==> src/rtl/fetch_inst_queue_pkg.sv <==
// rtl/fetch_inst_queue_pkg.sv - shared entry layout for the fetch instruction queue
package fetch_inst_queue_pkg;
  localparam int FQ_WORD_W    = 32;
  localparam int EXC_CAUSE_W  = 7;
  localparam int FQ_ENTRY_W   = 104;
  localparam int FQ_INST_LSB  = 0;
  localparam int FQ_PC_LSB    = 32;
  localparam int FQ_EXC_BIT   = 64;
  localparam int FQ_CAUSE_LSB = 65;
  localparam int FQ_PRED_LSB  = 72;

  function automatic logic [FQ_ENTRY_W-1:0] fq_pack(
    input logic [FQ_WORD_W-1:0]   inst,
    input logic [FQ_WORD_W-1:0]   pc,
    input logic                   exc,
    input logic [EXC_CAUSE_W-1:0] cause,
    input logic [FQ_WORD_W-1:0]   pred
  );
    return {pred, cause, exc, pc, inst};
  endfunction
endpackage

==> src/rtl/fetch_inst_queue.sv <==
// rtl/fetch_inst_queue.sv - two-in/two-out instruction queue between icache and decode
module fetch_inst_queue
  import fetch_inst_queue_pkg::*;
#(
  parameter int DEPTH = 8,
  localparam int CW = $clog2(DEPTH) + 1
) (
  input  logic                   clk,
  input  logic                   rst,
  input  logic                   i_flush,
  input  logic                   i_in_valid,
  input  logic [FQ_WORD_W-1:0]   i_in_inst1,
  input  logic [FQ_WORD_W-1:0]   i_in_inst2,
  input  logic [FQ_WORD_W-1:0]   i_in_pc1,
  input  logic [FQ_WORD_W-1:0]   i_in_pc2,
  input  logic                   i_in_exc1,
  input  logic                   i_in_exc2,
  input  logic [EXC_CAUSE_W-1:0] i_in_cause1,
  input  logic [EXC_CAUSE_W-1:0] i_in_cause2,
  input  logic [FQ_WORD_W-1:0]   i_in_pred_addr,
  output logic                   o_fq_stall,
  input  logic                   i_dec_ready,
  output logic                   o_out_valid1,
  output logic                   o_out_valid2,
  output logic [FQ_WORD_W-1:0]   o_out_inst1,
  output logic [FQ_WORD_W-1:0]   o_out_inst2,
  output logic [FQ_WORD_W-1:0]   o_out_pc1,
  output logic [FQ_WORD_W-1:0]   o_out_pc2,
  output logic                   o_out_exc1,
  output logic                   o_out_exc2,
  output logic [EXC_CAUSE_W-1:0] o_out_cause1,
  output logic [EXC_CAUSE_W-1:0] o_out_cause2,
  output logic [FQ_WORD_W-1:0]   o_out_pred1,
  output logic [FQ_WORD_W-1:0]   o_out_pred2,
  output logic [CW-1:0]          o_occupancy
);
  localparam int PW = $clog2(DEPTH);
  localparam logic [CW-1:0] LP_ACCEPT_MAX = CW'(DEPTH - 2);

  logic [FQ_ENTRY_W-1:0] r_mem [DEPTH];
  logic [PW-1:0]         r_head;
  logic [PW-1:0]         r_tail;
  logic [CW-1:0]         r_count;

  logic                  w_in_ready;
  logic                  w_push;
  logic [1:0]            w_pop;
  logic [PW-1:0]         w_head1;
  logic [PW-1:0]         w_tail1;
  logic [FQ_ENTRY_W-1:0] w_e1;
  logic [FQ_ENTRY_W-1:0] w_e2;

  // Readiness looks only at the registered count so dec_ready never reaches fq_stall.
  assign w_in_ready = (r_count <= LP_ACCEPT_MAX);
  assign w_push     = i_in_valid & w_in_ready & ~i_flush;
  assign w_head1    = r_head + PW'(1);
  assign w_tail1    = r_tail + PW'(1);

  always_comb begin
    w_pop = 2'd0;
    if (i_dec_ready) begin
      if (r_count >= CW'(2))      w_pop = 2'd2;
      else if (r_count == CW'(1)) w_pop = 2'd1;
    end
  end

  always_ff @(posedge clk) begin
    if (rst || i_flush) begin
      r_head  <= '0;
      r_tail  <= '0;
      r_count <= '0;
    end else begin
      r_head  <= r_head + PW'(w_pop);
      if (w_push) r_tail <= r_tail + PW'(2);
      r_count <= r_count + (w_push ? CW'(2) : CW'(0)) - CW'(w_pop);
    end
  end

  // Storage is intentionally left uncleared; validity comes from the count alone.
  always_ff @(posedge clk) begin
    if (!rst && w_push) begin
      r_mem[r_tail]  <= fq_pack(i_in_inst1, i_in_pc1, i_in_exc1, i_in_cause1, i_in_pred_addr);
      r_mem[w_tail1] <= fq_pack(i_in_inst2, i_in_pc2, i_in_exc2, i_in_cause2, i_in_pred_addr);
    end
  end

  assign w_e1 = r_mem[r_head];
  assign w_e2 = r_mem[w_head1];

  assign o_fq_stall   = ~w_in_ready;
  assign o_occupancy  = r_count;
  assign o_out_valid1 = (r_count >= CW'(1));
  assign o_out_valid2 = (r_count >= CW'(2));

  assign o_out_inst1  = w_e1[FQ_INST_LSB +: FQ_WORD_W];
  assign o_out_pc1    = w_e1[FQ_PC_LSB +: FQ_WORD_W];
  assign o_out_exc1   = w_e1[FQ_EXC_BIT];
  assign o_out_cause1 = w_e1[FQ_CAUSE_LSB +: EXC_CAUSE_W];
  assign o_out_pred1  = w_e1[FQ_PRED_LSB +: FQ_WORD_W];

  assign o_out_inst2  = w_e2[FQ_INST_LSB +: FQ_WORD_W];
  assign o_out_pc2    = w_e2[FQ_PC_LSB +: FQ_WORD_W];
  assign o_out_exc2   = w_e2[FQ_EXC_BIT];
  assign o_out_cause2 = w_e2[FQ_CAUSE_LSB +: EXC_CAUSE_W];
  assign o_out_pred2  = w_e2[FQ_PRED_LSB +: FQ_WORD_W];
endmodule
==> config.mk <==
export PLATFORM = sky130hd
export DESIGN_NAME = fetch_inst_queue
export DESIGN_NICKNAME = d
export VERILOG_FILES = /design/src/rtl/fetch_inst_queue_pkg.sv /design/src/rtl/fetch_inst_queue.sv
export SDC_FILE = /design/constraint.sdc
export NUM_CORES = 1
export LEC_CHECK = 0
export CORE_MARGIN = 5
export CORE_UTILIZATION = 40
export CTS_CLUSTER_DIAMETER = 100
export CTS_CLUSTER_SIZE = 30
export DETAILED_ROUTE_END_ITERATION = 7
export DONT_BUFFER_PORTS = 1
export GPL_ROUTABILITY_DRIVEN = 0
export PLACE_DENSITY_LB_ADDON = 0.12
export SLEW_MARGIN = 15
export SYNTH_ARGS = -nofsm -noshare
export SYNTH_HDL_FRONTEND = slang
export SYNTH_SLANG_ARGS = --single-unit
==> constraint.sdc <==
create_clock -name clk -period 24.8 [get_ports clk]
set_input_delay 2.48 -clock clk [delete_from_list [all_inputs] [get_ports clk]]
set_output_delay 2.48 -clock clk [all_outputs]
set_load 0.01 [all_outputs]
Word-level counts from Yosys, hierarchy flattened
Memories as Yosys holds them, arrays and structs flattened. A register that Yosys moved wholly into a read port is not among the register bits.
Index checks and enable logic that the tools add are counted.

word-level totals
  flip-flop bits (word level) = 10
  memory bits (writable) = 832
  input bits = 181
  output and inout port bits = 215
  logic and storage cells = 28
  memories kept = 1

cells by class
  add/sub/neg operators = 6
  magnitude comparators = 3
  eq/ne operators = 1
  muxes and demuxes = 7
  bitwise logic cells = 4
  reduce and logical (&&, ||, !) cells = 3

memory list
  name   depth  width  rd ports  clocked after Yosys merged registers in  wr ports  RTL line                text
  r_mem  8      104    2         1                                        2         fetch_inst_queue.sv:40  logic [FQ_ENTRY_W-1:0] r_mem [DEPTH];

operators with widths
  operator                                                           count
  adder 3 x 1 -> 3 bit, second input constant                        2
  2-to-1 mux 2 bit                                                   3
  adder 4 x 2 -> 4 bit                                               1
  equality test 4 x 1 -> 1 bit, second input constant                1
  greater-or-equal comparator 4 x 1 -> 1 bit, second input constant  1
  greater-or-equal comparator 4 x 2 -> 1 bit, second input constant  1
  less-or-equal comparator 4 x 3 -> 1 bit, second input constant     1
  subtractor 4 x 2 -> 4 bit                                          1
  adder 3 x 2 -> 3 bit                                               1
  adder 3 x 2 -> 3 bit, second input constant                        1
  2-to-1 mux 1 bit                                                   3
  2-to-1 mux 3 bit                                                   1
  bitwise AND 1 bit                                                  2
  NOT 1 bit                                                          2
  logical AND 1 bit                                                  1
  zero test 1 bit                                                    1
  logical OR 1 bit                                                   1

Depth between registers and ports, before layout
Gate-level depths: netlist of run 1.

  word-level depth = 6
  mapped depth = 10
  gate-level depth less buffers = 10

Least setup slack after synthesis of run 1
No wires, ideal clock.

  path type = in2reg
  start = input port i_flush
  end = memory r_mem[2][0], enable pin
  library setup time = 0.964 ns
  data arrival time = 15.607 ns
  data required time = 23.836 ns
  path slack = 8.229 ns
  stages = 2
  buffers on the path = 0
  cell sequence = nand4b_1 -> nor3b_1

RTL lines
  item             RTL line                text
  start, declared  fetch_inst_queue.sv:10  input logic i_flush,
  end, declared    fetch_inst_queue.sv:40

==> results of run 1 <==
-- final timing paths --
| check | startpoint | to | slack, ns | cells past startpoint |
|---|---|---|---|---|
| worst max-delay path | r_head[1] | o_out_inst1[6] | 17.63 | 5 |
| worst min-delay path | r_tail[2] | r_tail[2] | 0.52 | 2 |
| worst max register to register | o_occupancy[3] | r_mem[1][11] | 21.11 | 7 |
| worst min register to register | r_tail[2] | r_tail[2] | 0.52 | 2 |
-- cells in the mapped netlist --
cell type,instances
a21bo_2,1
and2_1,4
buf_1,3
buf_12,8
buf_2,59
buf_4,8
buf_6,12
clkbuf_1,6
dfxtp_1,9
edfxtp_1,704
fa_1,3
ha_1,10
inv_1,11
mux2_2,74
mux2_4,70
mux2i_1,2
mux4_2,352
nand2_1,8
nand3_1,2
nand4b_1,1
nor2_1,2
nor3_1,4
nor3b_1,4
xor2_1,2
xor2_2,1
-- sequential cells by signal, indices dropped and copies added (netlist names) --
signal,count
r_mem,704
r_tail,2
o_occupancy,4
r_head,3
-- area by class of cell --
type / instances / area share [%]
Antenna cell: 1 / 0.00731
Timing Repair Buffer: 31 / 0.753
Clock buffer: 32 / 2.28
Multi-Input combinational cell: 540 / 29.9
Clock inverter: 22 / 0.757
Tap cell: 1060 / 3.87
Sequential cell: 713 / 62.3
Inverter: 11 / 0.121
-- kinds of logic after synthesis --
family	after synthesis
AND/OR/NAND/NOR	25
adder cells (fa/ha/maj)	13
buffers and inverters	107
flip-flops	713
XOR/XNOR	3
AO/OA/AOI/OAI	1
multiplexers	498
-- routing by layer --
metal	share of wire, %	vias to the layer above	wire (um)	GRT usage (%)
li1	-	5878	-	-
met1	37	7758	26700	19.4
met2	54	323	38900	29.8
met3	7.9	57	5730	5.33
met4	1.7	4	1260	2.72
met5	0.037	-	27	0
-- where the power goes --
group | internal [W] | switching [W] | total, W
clock network | 0.000271 | 0.000378 | 0.000648
logic | 0.000154 | 0.000156 | 0.000310
registers | 0.00135 | 0.0000186 | 0.00137
-- worst reg2reg max path: cells and delay by family, from the launching register on --
family,cells,cell delay (ns)
flip-flops,1,0.46
buffers and inverters,3,1.59
AND/OR/NAND/NOR,3,1.05
adder cells (fa/ha/maj),1,0.20
-- per-stage QoR --
| step | utilization, % | hold WS, ns | instances | area (sq um) |
|---|---|---|---|---|
| finish | 42.6 | 0.521 | 2410 | 34200 |
| global route | 42.6 | 0.555 | 2409 | 34200 |
| CTS | 42.6 | 0.518 | 2409 | 34200 |
| detailed placement | 41.3 | 0.501 | 2355 | 33200 |
| global placement | 41.3 | 0.489 | 2355 | 33200 |
| floorplan | - | 0.471 | 1360 | 32200 |
==> results.sh, run 1 <==
export IMPL_drc_errors=0
export IMPL_finalSetupViolCount=0
export IMPL_p_per_area_mw_per_mm2=67.9
export IMPL_critical_path_class="reg2out"
export IMPL_core_area_sq_mm=0.0803
export IMPL_hold_class="reg2reg"
export IMPL_drt_total_wl_mm=72.6
export IMPL_syn2layout_area_growth_pct=6.19
export IMPL_clockBufferDepth=3
export IMPL_synth_area_top_cells="edfxtp_1 66%, mux4_2 25%, mux2_4 3.3%"
export IMPL_register_area_sq_mm=0.0213
export IMPL_cts_made_buffers=31
export IMPL_die_h_um=294
export IMPL_multi_input_area_sq_mm=0.0102
export IMPL_die_area_sq_mm=0.0864
export IMPL_clock_latency_ns=0.64
export IMPL_grt_pass1_wl_mm=106
export IMPL_cp_max_fo=41
export IMPL_yosys_area_share_simple_pct=0.408
export IMPL_initial_core_util_pct=40.2
export IMPL_synth_cells=1360
export IMPL_worst_slack_ns=17.63
export IMPL_final_cell_mix="704 x edfxtp_1, 352 x mux4_2, 74 x mux2_2, 70 x mux2_4, 31 x clkbuf_16"
export IMPL_cp_common_cell="buf_4"
export IMPL_critPathLaunchType="flip-flop"
export IMPL_dieWidth_um=294
export IMPL_required_ns=22.32
export IMPL_ys_warn_count=0
export IMPL_rsz0062_at_grt="no"
export IMPL_cts_resized=0
export IMPL_antenna_found_initial=2
export IMPL_yosysTopAreaCell="edfxtp_1"
export IMPL_max_stage_delay_ns=0.85
export IMPL_relSlewSlack_pct=32.4
export IMPL_synth_fp_nets=1554
export IMPL_viasPerCell=5.82
export IMPL_cts_hold_buf=0
export IMPL_synth_seq_cells=713
export IMPL_cts_reportedPaths_clkPinSlew_ns=0.11
export IMPL_synth_xor_area_share_pct=0.105
export IMPL_muxShareOfSynthArea_pct=30.5
export IMPL_worstPathCellList="buf_4 > buf_4 > buf_4 > mux4_2 > mux2_2"
export IMPL_status="complete, no violations"
export IMPL_netlist_area_sq_mm=0.0322
export IMPL_power_w=0.00233
export IMPL_synth_top_family_by_area="multiplexers"
export IMPL_hpwl_mm=46.4
export IMPL_htreeDepth=1
export IMPL_min_period_ns=7.17
export IMPL_synth_adder_area_share_pct=0.574
export IMPL_fin_nets=1522
export IMPL_synth_distinct_cells=25
export IMPL_first_global_vias=15200
export IMPL_std_cell_rows=104
export IMPL_fmax_mhz=139
export IMPL_drv_cap=0
export IMPL_cts_tree="yes"
export IMPL_worst_setup_path_end_kind="primary output"
export IMPL_critPathBufInv=3
export IMPL_synth_area_per_cell_sq_um=23.7
export IMPL_drt_iter0_drc=732
export IMPL_ir_drop_mv=0.0571
export IMPL_final_common_cell="edfxtp_1"
export IMPL_critPathTopFamily="buffers and inverters"
export IMPL_leakage_nw=9.80
export IMPL_wl_per_cell_um=30.1
export IMPL_slew_violations=0
export IMPL_synth_compound_area_share_pct=0.0310
export IMPL_worst_path_max_delay_cell="dfxtp_4"
export IMPL_finalCritPeriodShare_pct=28.9
export IMPL_drtAntennaViolNets=0
export IMPL_worstMarginPinSlew_ns=1.01
export IMPL_place_port_buffers=0
export IMPL_grt_usage_pct=16.4
export IMPL_skew_ns=0.0254
export IMPL_boundaryPins=396
export IMPL_yosysSeqAreaShare_pct=66.1
export IMPL_firstDrtPassIters=4
export IMPL_globalRoute_totalOverflow=0
export IMPL_layout_drive_gt1_share_pct=43.2
export IMPL_dp_slack_ns=18.16
export IMPL_arrival_ns=4.69
export IMPL_nFillCells=6798
export IMPL_cts_setup_buffers=0
export IMPL_synth_top_area_share_pct=65.6
export IMPL_clock_sinks=713
export IMPL_grt_max_degree=126
export IMPL_clock_root_buffer="clkbuf_16"
export IMPL_route_vias_total=14000
export IMPL_hold_violations=0
export IMPL_timing_setup_tns_ns=0
No activity file was read; power rests on OpenSTA's default activity.
==> run 2: changes to the inputs <==
==> constraint.sdc (replaced) <==
create_clock -name clk -period 7.5 [get_ports clk]
set_input_delay 0.75 -clock clk [delete_from_list [all_inputs] [get_ports clk]]
set_output_delay 0.75 -clock clk [all_outputs]
set_load 0.01 [all_outputs]
==> run 2 against run 1 <==
Compared with the run above:
- final area decreased by 0.29%
- critical path depth decreased by 1
- routed wire length about the same
- non-clock buffer count decreased by 6
- count of clock-buffer cells in the layout increased by 1
- hold slack got worse by 0.34 ns
- core utilization decreased by 0.12 points
- clock skew increased by 0.0021 ns
- first-iteration DRC count increased by 6.0%
- critical endpoint is now o_out_inst1[0]
- largest power group unchanged
==> results.sh, run 2 (same netlist as run 1, synthesis figures left out) <==
export IMPL_dp_slack_ns=3.24
export IMPL_grt_max_degree=145
export IMPL_cts_setup_buffers=0
export IMPL_critPathLaunchType="flip-flop"
export IMPL_drc_errors=0
export IMPL_layout_drive_gt1_share_pct=43.0
export IMPL_clock_sinks=713
export IMPL_min_period_ns=4.79
export IMPL_die_area_sq_mm=0.0864
export IMPL_initial_core_util_pct=40.2
export IMPL_drtAntennaViolNets=0
export IMPL_final_common_cell="edfxtp_1"
export IMPL_critical_path_class="reg2out"
export IMPL_rr_worst_depth=6
export IMPL_hpwl_mm=45.2
export IMPL_cts_hold_buf=0
export IMPL_cts_made_buffers=30
export IMPL_worstMarginPinSlew_ns=1.08
export IMPL_cts_tree="yes"
export IMPL_final_cell_mix="704 x edfxtp_1, 352 x mux4_2, 74 x mux2_2, 70 x mux2_4, 31 x clkbuf_16"
export IMPL_arrival_ns=4.04
export IMPL_skew_ns=0.0275
export IMPL_swShare_pct=23.7
export IMPL_finalSetupViolCount=0
export IMPL_drt_total_wl_mm=72.6
export IMPL_cts_reportedPaths_clkPinSlew_ns=0.10
export IMPL_final_cell_count_no_fill=2403
export IMPL_worst_setup_path_end_kind="primary output"
export IMPL_place_inst=2349
export IMPL_route_vias_total=14000
export IMPL_p_int_w=0.00575
export IMPL_drv_cap=0
export IMPL_cp_max_fo=50
export IMPL_dieWidth_um=294
export IMPL_power_w=0.00753
export IMPL_viasPerCell=5.81
export IMPL_r2r_start="o_occupancy[3]"
export IMPL_htreeDepth=1
export IMPL_p_per_area_mw_per_mm2=221
export IMPL_switching_power_w=0.00178
export IMPL_slew_violations=0
export IMPL_worst_slack_ns=2.71
export IMPL_r2r_end="r_mem[2][40]"
export IMPL_drt_iter0_drc=776
export IMPL_finalCritPeriodShare_pct=63.8
export IMPL_place_port_buffers=0
export IMPL_hold_violations=0
export IMPL_regMostFlops="r_mem"
export IMPL_ir_drop_mv=0.229
export IMPL_syn2layout_area_growth_pct=5.89
export IMPL_core_area_sq_mm=0.0803
export IMPL_reg2reg_slack_ns=4.10
export IMPL_leakage_nw=9.74
export IMPL_rsz0062_at_grt="no"
export IMPL_std_cell_rows=104
export IMPL_timing_setup_tns_ns=0
export IMPL_fmax_mhz=209
export IMPL_crit_end="o_out_inst1[0]"
export IMPL_largest_reg_flops=704
export IMPL_clock_root_buffer="clkbuf_16"
export IMPL_firstDrtPassIters=4
export IMPL_wl_per_cell_um=30.2
export IMPL_globalRoute_totalOverflow=0
export IMPL_placed_area_sq_mm=0.0332
export IMPL_first_global_vias=15300
export IMPL_grt_pass1_wl_mm=106
export IMPL_die_h_um=294
export IMPL_fin_area_sq_mm=0.0341
export IMPL_antenna_found_initial=2
export IMPL_combPwrFrac_pct=13.8
export IMPL_clock_latency_ns=0.64
export IMPL_relSlewSlack_pct=28.1
export IMPL_hold_class="in2reg"
export IMPL_grt_usage_pct=16.4
export IMPL_status="complete, no violations"
export IMPL_required_ns=6.75
export IMPL_power_share_clock_pct=26.3
export IMPL_critPathLaunch="r_head[1]"
export IMPL_boundaryPins=396
export IMPL_clockBufferDepth=3
export IMPL_cts_resized=0
export IMPL_fin_nets=1515
export IMPL_seqPwrFrac_pct=59.9
==> run 2: cell count changes in the layout (fill, tap and decap cells not counted), sizes merged <==
cell | before | now
clkbuf | 32 | 33
diode | 1 | 9
buf | 31 | 25
bufinv | 3 | 0
inv | 17 | 16
clkinv | 11 | 5
==> run 2: critical path: stages, from the launching register on <==
cell and delay (ns):
dfxtp_4 0.68, buf_4 0.78, buf_4 0.85, mux4_2 0.60, mux2_2 0.32
==> run 2: layer usage <==
metal  routed length, um  GRT usage [%]  vias to the layer above
met3                5530           5.16                       49
met1               25800           18.6                     7755
li1                    -              -                     5875
met2               40000           31.0                      282
met4                1180           2.47                        0
met5                   0              0                        -
==> run 2: worst min path at each step <==
stage	start	endpoint	slack (ns)	cells past startpoint
after floorplan	r_tail[2]	r_tail[2]	0.47	2
after global placement	r_tail[2]	r_tail[2]	0.49	2
after detailed placement	r_tail[1]	r_tail[1]	0.51	2
after CTS	rst	r_head[1]	0.10	1
after global routing	rst	o_occupancy[0]	0.13	1
final	rst	r_head[1]	0.18	1
==> run 2: power by group through the flow <==
stage | Sequential [W] | Combinational (W) | Clock [W]
after detailed placement | 0.00461 | 0.00108 | 0
final | 0.00451 | 0.00104 | 0.00198
after floorplan | 0.00459 | 0.000870 | 0
after CTS | 0.00451 | 0.00108 | 0.00209
after global routing | 0.00452 | 0.00112 | 0.00223
after global placement | 0.00460 | 0.00108 | 0
==> run 2: metrics by stage <==
step / utilization [%] / hold WS, ns
3_5_place_dp: 41.4 / 0.513
6_report: 42.5 / 0.179
2_1_floorplan: - / 0.471
4_1_cts: 42.5 / 0.104
5_1_grt: 42.5 / 0.126
3_3_place_gp: 41.4 / 0.489
==> run 2: cell type report <==
cell class,instances,area (sq um)
repair buffers,25,250
clock inverters,12,120
inverters,11,41.3
multi-input cells,540,10300
diodes,9,22.5
clock buffers,33,783
flip-flops and latches,713,21300
well taps,1060,1330
fillers,6792,46200
==> run 3: changes to the inputs <==
==> constraint.sdc (replaced) <==
create_clock -name clk -period 4.36 [get_ports clk]
set_input_delay 0.436 -clock clk [delete_from_list [all_inputs] [get_ports clk]]
set_output_delay 0.436 -clock clk [all_outputs]
set_load 0.01 [all_outputs]
==> run 3 against run 2 <==
Compared with the run above:
- clock skew shrank 0.0072 ns
- critical path depth is the same
- first-iteration DRC count shrank 4.3%
- sequential power grew 72%
- register-to-register slack lost 3.4 ns
- non-clock buffer count grew 182
- sequential cell count is the same
- via count grew 5.0%
- core utilization grew 2.5 points
- clock power grew 76%
- total power grew 76%
- final area grew 5.8%
- largest power group unchanged
==> results.sh, run 3 (same netlist as run 1, synthesis figures left out) <==
export IMPL_drc_errors=0
export IMPL_regMostFlops="r_mem"
export IMPL_worst_setup_path_end_kind="primary output"
export IMPL_slew_violations=0
export IMPL_p_int_w=0.0100
export IMPL_antenna_found_initial=7
export IMPL_cts_resized=0
export IMPL_finalSetupViolCount=0
export IMPL_largest_reg_flops=704
export IMPL_critPathLaunchType="flip-flop"
export IMPL_swShare_pct=24.3
export IMPL_rr_worst_depth=11
export IMPL_grt_max_degree=118
export IMPL_min_from="i_flush"
export IMPL_combPwrFrac_pct=15.3
export IMPL_relSlewSlack_pct=30.8
export IMPL_drv_cap=0
export IMPL_cts_reportedPaths_clkPinSlew_ns=0.10
export IMPL_route_vias_total=14700
export IMPL_place_inst=2352
export IMPL_r2r_start="o_occupancy[3]"
export IMPL_placed_area_sq_mm=0.0334
export IMPL_grt_pass1_wl_mm=107
export IMPL_timing_setup_tns_ns=0
export IMPL_final_cell_count_no_fill=2588
export IMPL_first_global_vias=16100
export IMPL_clockBufferDepth=3
export IMPL_skew_ns=0.0203
export IMPL_cp_max_fo=40
export IMPL_viasPerCell=5.66
export IMPL_hold_violations=0
export IMPL_switching_power_w=0.00322
export IMPL_clock_sinks=713
export IMPL_drtAntennaViolNets=0
export IMPL_fin_nets=1698
export IMPL_drt_total_wl_mm=72.4
export IMPL_die_area_sq_mm=0.0864
export IMPL_arrival_ns=3.28
export IMPL_hpwl_mm=44.7
export IMPL_layout_drive_gt1_share_pct=38.3
export IMPL_drt_iter0_drc=743
export IMPL_dieWidth_um=294
export IMPL_power_w=0.0133
export IMPL_rsz0062_at_grt="no"
export IMPL_ir_drop_mv=0.322
export IMPL_clock_root_buffer="clkbuf_16"
export IMPL_clock_latency_ns=0.63
export IMPL_seqPwrFrac_pct=58.5
export IMPL_final_cell_mix="704 x edfxtp_1, 352 x mux4_2, 179 x dlygate4sd3_1, 74 x mux2_2, 70 x mux2_4"
export IMPL_globalRoute_totalOverflow=0
export IMPL_min_period_ns=3.72
export IMPL_boundaryPins=396
export IMPL_final_common_cell="edfxtp_1"
export IMPL_finalCritPeriodShare_pct=85.2
export IMPL_grt_usage_pct=16.3
export IMPL_cts_tree="yes"
export IMPL_firstDrtPassIters=4
export IMPL_critPathLaunch="r_head[1]"
export IMPL_hold_class="in2reg"
export IMPL_wl_per_cell_um=28.0
export IMPL_syn2layout_area_growth_pct=12.0
export IMPL_fin_area_sq_mm=0.0361
export IMPL_initial_core_util_pct=40.2
export IMPL_htreeDepth=1
export IMPL_required_ns=3.92
export IMPL_p_per_area_mw_per_mm2=367
export IMPL_fmax_mhz=269
export IMPL_leakage_nw=10.6
export IMPL_std_cell_rows=104
export IMPL_status="complete, no violations"
export IMPL_place_port_buffers=0
export IMPL_cts_made_buffers=31
export IMPL_worstMarginPinSlew_ns=1.04
export IMPL_core_area_sq_mm=0.0803
export IMPL_critical_path_class="reg2out"
export IMPL_holdPathStages=3
export IMPL_power_share_clock_pct=26.2
export IMPL_die_h_um=294
-- run 3: path summary, 6_finish.rpt --
path	endpoint	slack [ns]
setup reg to reg	o_occupancy[3]	0.71
setup / recovery	o_out_pc1[26]	0.64
hold reg to reg	r_tail[2]	0.52
hold / removal	r_tail[2]	0.08
-- run 3: layer usage --
| layer | up-vias | global-route usage [%] | routed length, um |
|---|---|---|---|
| met3 | 54 | 3.37 | 3970 |
| li1 | 6245 | - | - |
| met5 | - | 0 | 13 |
| met2 | 310 | 30.4 | 39700 |
| met4 | 2 | 2.80 | 1290 |
| met1 | 8042 | 20.0 | 27400 |
-- run 3: timing repair --
item | 4_1_cts | 5_1_grt
endpoints found under the setup margin | 0 | 0
buffers inserted | 0 | 0
endpoints found under the hold margin | 708 | 0
hold buffers | 179 | 0
-- run 3: layout make-up --
cell class / instances / area (sq um)
Fill cell: 6693 / 44200
Timing Repair Buffer: 207 / 2180
Inverter: 11 / 41.3
Clock buffer: 32 / 779
Multi-Input combinational cell: 540 / 10300
Antenna cell: 8 / 20.0
Clock inverter: 17 / 166
Tap cell: 1060 / 1330
Sequential cell: 713 / 21300
-- run 3: through the flow --
| stage | hold WS [ns] | util, % | setup slack [ns] |
|---|---|---|---|
| 6_report | 0.0841 | 45.0 | 0.644 |
| 4_1_cts | 0.00996 | 45.0 | 0.458 |
| 3_5_place_dp | 0.504 | 41.6 | 1.18 |
| 2_1_floorplan | 0.471 | - | -1.82 |
| 5_1_grt | 0.0495 | 45.0 | 0.369 |
| 3_3_place_gp | 0.490 | 41.6 | 1.20 |
-- run 3: power groups by stage --
stage          combinational, W  sequential [W]  clock [W]
2_1_floorplan           0.00150         0.00788          0
3_3_place_gp            0.00187         0.00791          0
3_5_place_dp            0.00188         0.00792          0
4_1_cts                 0.00210         0.00776    0.00367
5_1_grt                 0.00219         0.00778    0.00391
6_report                0.00203         0.00776    0.00348
-- run 3: critical path, cell delays in order (launching register included) --
cell and delay [ns]:
dfxtp_4 0.67, buf_4 0.54, buf_4 0.66, mux4_2 0.40
mux2_4 0.32
